[src/rtl/conv_window_3x3.sv]
// conv_window_3x3: 3x3 sliding-window generator for a raster-order pixel stream.
// Two line buffers feed a shifting 3x3 register window; only valid-padding windows are emitted.
module conv_window_3x3 #(
  parameter int DATA_W = 16,
  parameter int IMG_W  = 28,
  parameter int IMG_H  = 28
) (
  input  logic                   clk,
  input  logic                   rst,
  input  logic                   clear,
  input  logic                   in_valid,
  output logic                   in_ready,
  input  logic [DATA_W-1:0]      in_data,
  output logic                   win_valid,
  input  logic                   win_ready,
  output logic [8:0][DATA_W-1:0] win_data,
  output logic                   frame_done
);

  localparam int CW = $clog2(IMG_W);
  localparam int RW = $clog2(IMG_H);
  localparam logic [CW-1:0] COL_LAST  = CW'(IMG_W - 1);
  localparam logic [RW-1:0] ROW_LAST  = RW'(IMG_H - 1);
  localparam logic [CW-1:0] COL_FIRST = CW'(2);
  localparam logic [RW-1:0] ROW_FIRST = RW'(2);

  logic [CW-1:0]             col_q, col_d;
  logic [RW-1:0]             row_q, row_d;
  logic                      win_valid_q, win_valid_d;
  logic                      frame_done_q, frame_done_d;
  logic [8:0][DATA_W-1:0]    win_data_q, win_data_d;
  logic [8:0][DATA_W-1:0]    win_reg_q, win_reg_d;
  logic [8:0][DATA_W-1:0]    win_shift;
  logic [2:0][DATA_W-1:0]    new_col;
  logic [DATA_W-1:0]         lb0_mem [IMG_W];
  logic [DATA_W-1:0]         lb1_mem [IMG_W];
  logic                      accept;
  logic                      at_col_end;
  logic                      at_row_end;
  logic                      win_pos;
  logic                      win_taken;

  // Single output stage: a new pixel may enter whenever the held window leaves this cycle.
  assign in_ready   = !win_valid_q || win_ready;
  assign accept     = in_valid && in_ready && !clear;
  assign win_taken  = win_valid_q && win_ready;
  assign at_col_end = (col_q == COL_LAST);
  assign at_row_end = (row_q == ROW_LAST);
  assign win_pos    = (row_q >= ROW_FIRST) && (col_q >= COL_FIRST);

  // Column entering the window: two rows up, one row up, current pixel.
  assign new_col[0] = lb1_mem[col_q];
  assign new_col[1] = lb0_mem[col_q];
  assign new_col[2] = in_data;

  always_comb begin
    win_shift = '0;
    for (int ky = 0; ky < 3; ky++) begin
      win_shift[3*ky]     = win_reg_q[3*ky+1];
      win_shift[3*ky + 1] = win_reg_q[3*ky+2];
      win_shift[3*ky + 2] = new_col[ky];
    end
  end

  always_comb begin
    col_d        = col_q;
    row_d        = row_q;
    win_valid_d  = win_valid_q;
    win_data_d   = win_data_q;
    win_reg_d    = win_reg_q;
    frame_done_d = 1'b0;
    if (clear) begin
      col_d       = '0;
      row_d       = '0;
      win_valid_d = 1'b0;
    end else if (accept) begin
      win_reg_d = win_shift;
      if (win_pos) begin
        win_data_d  = win_shift;
        win_valid_d = 1'b1;
      end else if (win_taken) begin
        win_valid_d = 1'b0;
      end
      if (at_col_end) begin
        col_d = '0;
        if (at_row_end) begin
          row_d        = '0;
          frame_done_d = 1'b1;
        end else begin
          row_d = row_q + RW'(1);
        end
      end else begin
        col_d = col_q + CW'(1);
      end
    end else if (win_taken) begin
      win_valid_d = 1'b0;
    end
  end

  always_ff @(posedge clk or posedge rst) begin
    if (rst) begin
      col_q        <= '0;
      row_q        <= '0;
      win_valid_q  <= 1'b0;
      win_data_q   <= '0;
      win_reg_q    <= '0;
      frame_done_q <= 1'b0;
    end else begin
      col_q        <= col_d;
      row_q        <= row_d;
      win_valid_q  <= win_valid_d;
      win_data_q   <= win_data_d;
      win_reg_q    <= win_reg_d;
      frame_done_q <= frame_done_d;
    end
  end

  // Line buffers are always written before being read in a frame, so they carry no reset.
  always_ff @(posedge clk) begin
    if (accept) begin
      lb1_mem[col_q] <= lb0_mem[col_q];
      lb0_mem[col_q] <= in_data;
    end
  end

  assign win_valid  = win_valid_q;
  assign win_data   = win_data_q;
  assign frame_done = frame_done_q;

endmodule

[config.mk]
export PLATFORM = sky130hd
export DESIGN_NAME = conv_window_3x3
export DESIGN_NICKNAME = d
export VERILOG_FILES = /design/src/rtl/conv_window_3x3.sv
export SDC_FILE = /design/constraint.sdc
export NUM_CORES = 1
export LEC_CHECK = 0
export CELL_PAD_IN_SITES_DETAIL_PLACEMENT = 0
export CELL_PAD_IN_SITES_GLOBAL_PLACEMENT = 1
export CORE_UTILIZATION = 32
export DETAILED_ROUTE_END_ITERATION = 6
export PLACE_DENSITY_LB_ADDON = 0.1
export SYNTH_ARGS = -nofsm -noshare
export SYNTH_HDL_FRONTEND = slang
export SYNTH_SLANG_ARGS = --single-unit
[constraint.sdc]
create_clock -name clk -period 11.35 [get_ports clk]
set_input_delay 1.7025 -clock clk [delete_from_list [all_inputs] [get_ports clk]]
set_output_delay 1.7025 -clock clk [all_outputs]
set_load 0.02 [all_outputs]
==> results of run 1 <==
==> metrics by stage <==
step                instance area (um^2)  util (%)  instances  hold slack, ns
floorplan                          43900         -       2477           0.440
detailed placement                 47900      35.3       4374           0.460
global route                       52100      38.4       4611           0.494
CTS                                52100      38.4       4611           0.478
global placement                   47900      35.3       4374           0.455
finish                             52100      38.4       4611           0.472
==> worst max-delay path: stages <==
cell	delay, ns
clkdlybuf4s50_1	0.45
nand2b_1	0.27
clkdlybuf4s50_1	0.67
==> power groups by stage <==
stage / combinational [mW] / sequential [mW] / clock [mW]
finish: 0.564 / 4.74 / 4.16
global route: 0.612 / 4.75 / 4.42
CTS: 0.582 / 4.74 / 4.26
detailed placement: 0.581 / 4.83 / 0
global placement: 0.572 / 4.82 / 0
floorplan: 0.336 / 4.80 / 0
==> placed cells by master (no fill, tap or decap), types with 40 or more instances in the layout <==
cell / Yosys / final
a22oi_1: 50 / 50
nand3_1: 42 / 40
buf_4: 5 / 80
clkbuf_16: 0 / 139
mux4_2: 62 / 62
edfxtp_1: 896 / 896
mux2i_1: 325 / 325
dfrtp_1: 252 / 250
o22ai_1: 112 / 112
nand2_1: 250 / 248
mux2_2: 150 / 150
clkdlybuf4s50_1: 0 / 165
==> registers in the layout, summed over array words and instances (netlist names) <==
name and cells:
win_reg_q 96, row_q 5, win_data 144, col_q 5
win_valid 1, frame_done 1, lb1_mem 448, lb0_mem 448
==> logic make-up (layout without fill, tap and decap cells) <==
family                   count (synthesis)  count (layout)  synth area share [%]
multiplexers                           554             554                  14.9
adder cells (fa/ha/maj)                  6               6                 0.171
AO/OA/AOI/OAI                          212             212                  3.29
buffers and inverters                  139             492                  1.70
flip-flops                            1148            1148                  75.7
XOR/XNOR                                 2               2                0.0399
AND/OR/NAND/NOR                        416             416                  4.27
==> worst min-delay path by stage <==
stage	startpoint	endpoint	slack, ns	cells after the start
after floorplan	win_reg_q[16]	win_reg_q[16]	0.44	2
after global placement	win_reg_q[27]	win_reg_q[27]	0.45	2
after detailed placement	win_reg_q[116]	win_reg_q[116]	0.46	2
after CTS	win_reg_q[114]	win_reg_q[114]	0.48	2
after global routing	win_reg_q[79]	win_reg_q[79]	0.49	2
final	win_reg_q[30]	win_reg_q[30]	0.47	2
==> cell type report <==
type	count	share of cell area, %
Timing Repair Buffer	248	4.38
Multi-Input combinational cell	1190	19.5
Clock inverter	60	1.06
Inverter	7	0.0648
Tap cell	1781	4.28
Sequential cell	1148	63.7
Clock buffer	177	7.02
==> metal layers <==
layer  vias up  wire length, um  global-route usage [%]
li1      10145                -                       -
met1     12232            55500                    24.5
met2       586            63400                    31.4
met3       161             5300                    2.99
met4         0             2700                    5.22
met5         -                0                       0
==> summary.txt, run 1 <==
Critical path
  • Reg2Reg Depth: 7
  • Setup crit start: win_ready
  • Flop2flop setup slack: 6.69 ns
  • End point of the critical path: in_ready
  • R2r startpoint: col_q[0]
  • Reg2reg end: win_data[95]
  • Crit Path Max Fanout: 7
  • Crit path DAT: 3.09 ns
  • CP Data Required Time: 9.65 ns
  • Startpoint Class: input pin
  • CP Capture Type: output pin
  • Worst Path Class, Setup: input pin to output pin

Placed design
  • Post-place setup slack: 6.28 ns
  • Gpl congestion: 0.755
  • Port Buffers: 167
  • Detailed placer's ending HPWL: 75.2 mm

Finish
  • FF+latch area: 33200 um^2
  • Area occupied by multi-input gates: 10100 um^2
  • Fillers: 12570
  • Layout cells sized above 1: 18.7%
  • Layout area overhead: 18.7%
  • Final net count: 2754
  • Ant. Diodes: 0

Die
  • Core area: 136000 um^2
  • Die H: 372 um
  • Row cnt: 135
  • Chip width: 372 um
  • Die area: 139000 um^2
  • Starting Density: 32.3%
  • I/O Pins: 168

Synth
  • Avg Cell Area, Syn: 17.7 um^2
  • Post-Syn Nets: 2504
  • Sequential fraction of the synthesis area: 75.7%
  • Yosys reg bits: 1148
  • Ys flop type: edfxtp_1
  • Number of synthesized flops with an enable pin: 896
  • Post-synthesis cell count: 2477
  • Syn Std Cell Area: 43900 um^2
  • Async set-reset flop share out of synthesis: 22.0%
  • Most numerous cell in the Yosys netlist: edfxtp_1
  • Synth top area cells: edfxtp_1 61%, dfrtp_1 14%, mux2i_1 7.4%
  • Yosys cell types: 49
  • Top cell type's share of synthesized area: 61.3%
  • Cell taking the most area after synthesis: edfxtp_1
  • Leading cell types by count after synthesis: 896 x edfxtp_1, 325 x mux2i_1, 252 x dfrtp_1
  • Yosys warning total: 0

Clock network
  • Clk Latency, worst-skew pair: 0.76 ns
  • Hold buffers post-CTS: 0
  • Max clock buf depth: 3
  • H-tree levels: 4
  • Clock sink total: 1148
  • Clock transition at path regs: 0.05 ns
  • CTS buffer count: 132
  • Resized cells post-CTS: 0
  • CTS tree: yes
  • Root buffer cell: clkbuf_16
  • Setup Buffers After CTS: 0

Power
  • Internal Pwr Total: 7.31 mW
  • Combinational Power Share: 6.0%
  • Maximum VDD drop: 0.000145 V
  • Sw Ratio: 22.8%
  • PwrDens: 182 nW/um^2
  • Sequential share of power: 50.1%
  • Static Leakage: 17.8 nW
  • Switching pwr: 2.16 mW
  • Clock Power Share: 44.0%
  • Tot Pwr: 9.46 mW

GRT
  • Initial antenna violation count: 5
  • Overall routing resource usage: 18.5%
  • Largest net degree at the start of global routing: 111
  • Global-route wire length before repair: 180 mm
  • Vias in the first global route: 24335
  • Gr ovfl total: 0

Timing
  • Final worst setup slack: 6.55 ns
  • Slew Limit Fails: 0
  • Sum Neg Setup Slack: 0 ns
  • Final Critical Period: 4.80 ns
  • Final Cycle Share: 42.3%
  • Fmax: 209 MHz
  • Hold Vio Cnt, Final: 0
  • RSZ-0062 raised after global routing: false
  • Final Setup Violations: 0
  • Worst slew margin: 15.8%
  • Tightest Pin Transition: 1.26 ns
  • Clock skew: 0.0292 ns

Min path
  • Worst min path class: flip-flop to flip-flop

Drt
  • DR iter-0 viols: 1842
  • # DRC: 0
  • Vias: 23124
  • WL per Instance: 27.5 um
  • Vias/cell: 5.01
  • First drt pass iteration count: 5
  • Final ANT Viol Nets: 0
  • DRT Wirelength: 127 mm

Status
  • Run status: complete, no violations

Job
  • Max-cap violation count: 0
No activity file was read; power rests on OpenSTA's default activity.
==> run 2, diff against run 1 <==
==> constraint.sdc (replaced) <==
create_clock -name clk -period 4.2 [get_ports clk]
set_input_delay 0.63 -clock clk [delete_from_list [all_inputs] [get_ports clk]]
set_output_delay 0.63 -clock clk [all_outputs]
set_load 0.02 [all_outputs]
==> summary.txt, run 2 (same netlist as run 1, synthesis figures left out) <==
Critical path
  • Crit path max-delay family: simple AND/OR/NAND/NOR gates
  • Worst Path Class, Setup: flip-flop to flip-flop
  • Critical path's slowest cell: nor4_1
  • Worst Path Buf+Inv: 4
  • CP Capture Type: flip-flop
  • Crit-path cells: buf_4 > or4_1 > buf_4 > buf_4 > o22ai_1 > nor4_1 > buf_4 > nand2_1 > mux2_2
  • Crit Path Max Fanout: 18
  • Startpoint Class: flip-flop
  • CP Data Required Time: 4.83 ns
  • Most frequent CP cell: buf_4
  • Crit path DAT: 4.10 ns
  • Max incr delay on CP: 0.71 ns

Finish
  • Final net count: 2831
  • Most common cell after layout, fill and taps aside: edfxtp_1
  • Layout cells sized above 1: 21.0%
  • Layout area overhead: 21.0%
  • Final cell count without fillers: 4692
  • Commonest non-fill, non-tap cells in the layout: 896 x edfxtp_1, 325 x mux2i_1, 250 x nand2_1, 250 x dfrtp_1, 167 x clkdlybuf4s50_1

Placed design
  • Cell count after placement: 4450
  • Gpl congestion: 0.767
  • Detailed placer's ending HPWL: 80.2 mm
  • Port Buffers: 167
  • Post-place setup slack: 0.619 ns

GRT
  • Overall routing resource usage: 18.7%
  • Vias in the first global route: 24385
  • Gr ovfl total: 0
  • Initial antenna violation count: 4
  • Global-route wire length before repair: 182 mm
  • Largest net degree at the start of global routing: 81

Timing
  • RSZ-0062 raised after global routing: false
  • Final worst setup slack: 0.738 ns
  • Clock skew: 0.0240 ns
  • Final Critical Period: 3.46 ns
  • Final Setup Violations: 0
  • Sum Neg Setup Slack: 0 ns
  • Hold Vio Cnt, Final: 0
  • Tightest Pin Transition: 1.08 ns
  • Worst slew margin: 27.9%
  • Fmax: 289 MHz
  • Slew Limit Fails: 0
  • Final Cycle Share: 82.4%

Drt
  • DR iter-0 viols: 1721
  • Vias/cell: 4.98
  • Vias: 23363
  • First drt pass iteration count: 5
  • Final ANT Viol Nets: 0
  • WL per Instance: 27.3 um
  • DRT Wirelength: 128 mm
  • # DRC: 0

Clock network
  • Resized cells post-CTS: 0
  • Hold buffers post-CTS: 0
  • Clk Latency, worst-skew pair: 0.75 ns
  • CTS buffer count: 133
  • Setup Buffers After CTS: 0
  • Clock transition at path regs: 0.06 ns
  • Clock sink total: 1148
  • Root buffer cell: clkbuf_16
  • CTS tree: yes
  • Max clock buf depth: 3
  • H-tree levels: 4

Die
  • Core area: 136000 um^2
  • Starting Density: 32.3%
  • I/O Pins: 168
  • Die H: 372 um
  • Row cnt: 135
  • Die area: 139000 um^2
  • Chip width: 372 um

Min path
  • Worst min path class: input pin to async pin

Power
  • Maximum VDD drop: 0.000323 V
  • PwrDens: 484 nW/um^2
  • Static Leakage: 18.4 nW

Status
  • Run status: complete, no violations

Job
  • Max-cap violation count: 0
[run 2: area by class of cell]
type | instances | area, um^2
Clock inverter | 59 | 500
Tap cell | 1781 | 2230
Multi-Input combinational cell | 1190 | 10100
Antenna cell | 3 | 7.51
Timing Repair Buffer | 324 | 3200
Fill cell | 12515 | 82700
Inverter | 7 | 30.0
Clock buffer | 180 | 3800
Sequential cell | 1148 | 33200
[run 2: layer usage]
| layer | wire, um | track usage, % |
|---|---|---|
| met2 | 62600 | 30.9 |
| met4 | 3610 | 6.22 |
| met1 | 56100 | 24.7 |
| met5 | 0 | 0 |
| met3 | 5770 | 3.43 |
[run 2: path summary, 6_finish.rpt]
check,from,endpoint,slack (ns),cells past startpoint
hold reg to reg,win_reg_q[126],win_reg_q[126],0.47,2
setup reg to reg,col_q[4],win_data[39],0.74,9
min in group clk,win_reg_q[126],win_reg_q[126],0.47,2
hold / removal,rst,win_reg_q[71],0.44,2
setup / recovery,col_q[4],win_data[39],0.74,9
max in group asynchronous,rst,win_data[40],2.84,3
[run 2: through the flow]
step | area (um^2) | hold WS (ns) | utilization [%] | power, mW
after CTS | 53100 | 0.419 | 39.1 | 26.1
final | 53100 | 0.437 | 39.1 | 25.7
after global routing | 53100 | 0.495 | 39.1 | 26.6
after floorplan | 43900 | 0.440 | - | 13.9
after global placement | 48800 | 0.456 | 35.9 | 14.6
after detailed placement | 48800 | 0.458 | 35.9 | 14.7
[run 2: power breakdown]
| part | total (mW) | internal (mW) | leakage (nW) | switching [mW] |
|---|---|---|---|---|
| Sequential | 12.8 | 12.6 | 11.4 | 0.174 |
| Clock | 11.3 | 6.73 | 2.12 | 4.59 |
| Combinational | 1.58 | 0.546 | 4.84 | 1.03 |
==> run 3, diff against run 2 <==
==> constraint.sdc (replaced) <==
create_clock -name clk -period 3.5 [get_ports clk]
set_input_delay 0.525 -clock clk [delete_from_list [all_inputs] [get_ports clk]]
set_output_delay 0.525 -clock clk [all_outputs]
set_load 0.02 [all_outputs]
==> summary.txt, run 3 (same netlist as run 1, synthesis figures left out) <==
Status
  • Run status: complete, no violations

Timing
  • Tightest Pin Transition: 1.01 ns
  • Final Setup Violations: 0
  • RSZ-0062 raised after global routing: false
  • Final Cycle Share: 94.2%
  • Slew Limit Fails: 0
  • Final Critical Period: 3.30 ns
  • Worst slew margin: 32.5%
  • Clock skew: 0.0271 ns
  • Fmax: 303 MHz
  • Hold Vio Cnt, Final: 0

Finish
  • Most common cell after layout, fill and taps aside: edfxtp_1
  • Commonest non-fill, non-tap cells in the layout: 896 x edfxtp_1, 325 x mux2i_1, 250 x nand2_1, 250 x dfrtp_1, 161 x clkdlybuf4s50_1
  • Fillers: 12436
  • Final net count: 2866
  • Layout area overhead: 21.7%
  • Fin area: 53400 um^2
  • Final Core Density: 39.3%
  • Layout cells sized above 1: 21.6%

Clock network
  • H-tree levels: 4
  • Clock sink total: 1148
  • Max clock buf depth: 3
  • Clk Latency, worst-skew pair: 0.76 ns
  • Hold buffers post-CTS: 0
  • CTS tree: yes
  • Root buffer cell: clkbuf_16
  • Clock transition at path regs: 0.06 ns
  • Resized cells post-CTS: 1
  • Setup Buffers After CTS: 0
  • CTS buffer count: 131

Critical path
  • Startpoint Class: flip-flop
  • Crit path DAT: 3.75 ns
  • CP Capture Type: flip-flop
  • CP Data Required Time: 3.96 ns
  • Reg2Reg Depth: 7
  • Crit Path Max Fanout: 30
  • Worst Path Class, Setup: flip-flop to flip-flop

Die
  • I/O Pins: 168
  • Die area: 139000 um^2
  • Starting Density: 32.3%
  • Die H: 372 um
  • Row cnt: 135
  • Chip width: 372 um
  • Core area: 136000 um^2

Power
  • PwrDens: 568 nW/um^2
  • Maximum VDD drop: 0.000413 V
  • Static Leakage: 18.5 nW

GRT
  • Global-route wire length before repair: 184 mm
  • Vias in the first global route: 24227
  • Overall routing resource usage: 18.9%
  • Largest net degree at the start of global routing: 106
  • Initial antenna violation count: 4
  • Gr ovfl total: 0

Job
  • Max-cap violation count: 0

Placed design
  • Port Buffers: 167
  • Gpl congestion: 0.818
  • Detailed placer's ending HPWL: 81.8 mm
  • Placed Area: 49400 um^2

Drt
  • First drt pass iteration count: 7
  • DR iter-0 viols: 1737
  • Final ANT Viol Nets: 0
  • Vias/cell: 5.00
  • WL per Instance: 27.3 um
  • # DRC: 0
  • Vias: 23598
  • DRT Wirelength: 129 mm

Min path
  • Worst min path class: input pin to async pin
[run 3: power breakdown]
group	leakage, nW	total [mW]	internal (mW)	switching [mW]
combinational	5.14	2.05	0.763	1.29
sequential	11.4	15.4	15.2	0.193
clock	1.97	12.9	7.43	5.48
total	18.5	30.3	23.4	6.96
[run 3: final timing paths]
path,from,endpoint,slack (ns)
max,col_q[0],lb1_mem[26][2],0.20
min,rst,win_data[64],0.22
max reg2reg,col_q[0],lb1_mem[26][2],0.20
min reg2reg,win_reg_q[18],win_reg_q[18],0.47
max in group asynchronous,rst,win_data[139],2.33
min in group clk,in_data[11],win_reg_q[139],0.32
[run 3: final cells by class]
class                   instances  area (um^2)  share of cell area [%]
repair buffers                361         3790                    7.09
flip-flops and latches       1148        33200                    62.2
inverters                       7         30.0                  0.0562
diodes                          2         5.00                 0.00937
clock inverters                60          443                   0.829
multi-input cells            1190        10100                    18.9
well taps                    1781         2230                    4.17
clock buffers                 175         3580                    6.70
[run 3: metrics by stage]
stage / hold slack (ns) / TNS [ns] / instances / worst slack [ns] / total power [mW]
finish: 0.217 / 0 / 4724 / 0.203 / 30.3
global route: 0.237 / 0 / 4722 / 0.0473 / 31.5
CTS: 0.184 / 0 / 4722 / 0.0756 / 30.8
detailed placement: 0.457 / -0.0635 / 4487 / -0.0635 / 17.7
global placement: 0.454 / -0.0983 / 4487 / -0.0983 / 17.7
floorplan: 0.440 / -85.85 / 2477 / -0.341 / 16.6
[run 3: metal layers]
layer | track usage, % | vias up | routed length, um
li1 | - | 10402 | -
met1 | 25.8 | 12501 | 58200
met2 | 31.3 | 569 | 63500
met3 | 2.98 | 126 | 5310
met4 | 4.56 | 0 | 2080
met5 | 0 | - | 0
[run 3: critical path: stages (launching register included)]
cell and delay [ns]:
dfrtp_4 0.75, or4b_1 0.71, o22ai_1 0.22, nor4_1 0.63, buf_4 0.23, nand2_1 0.05, buf_4 0.19, buf_12 0.17
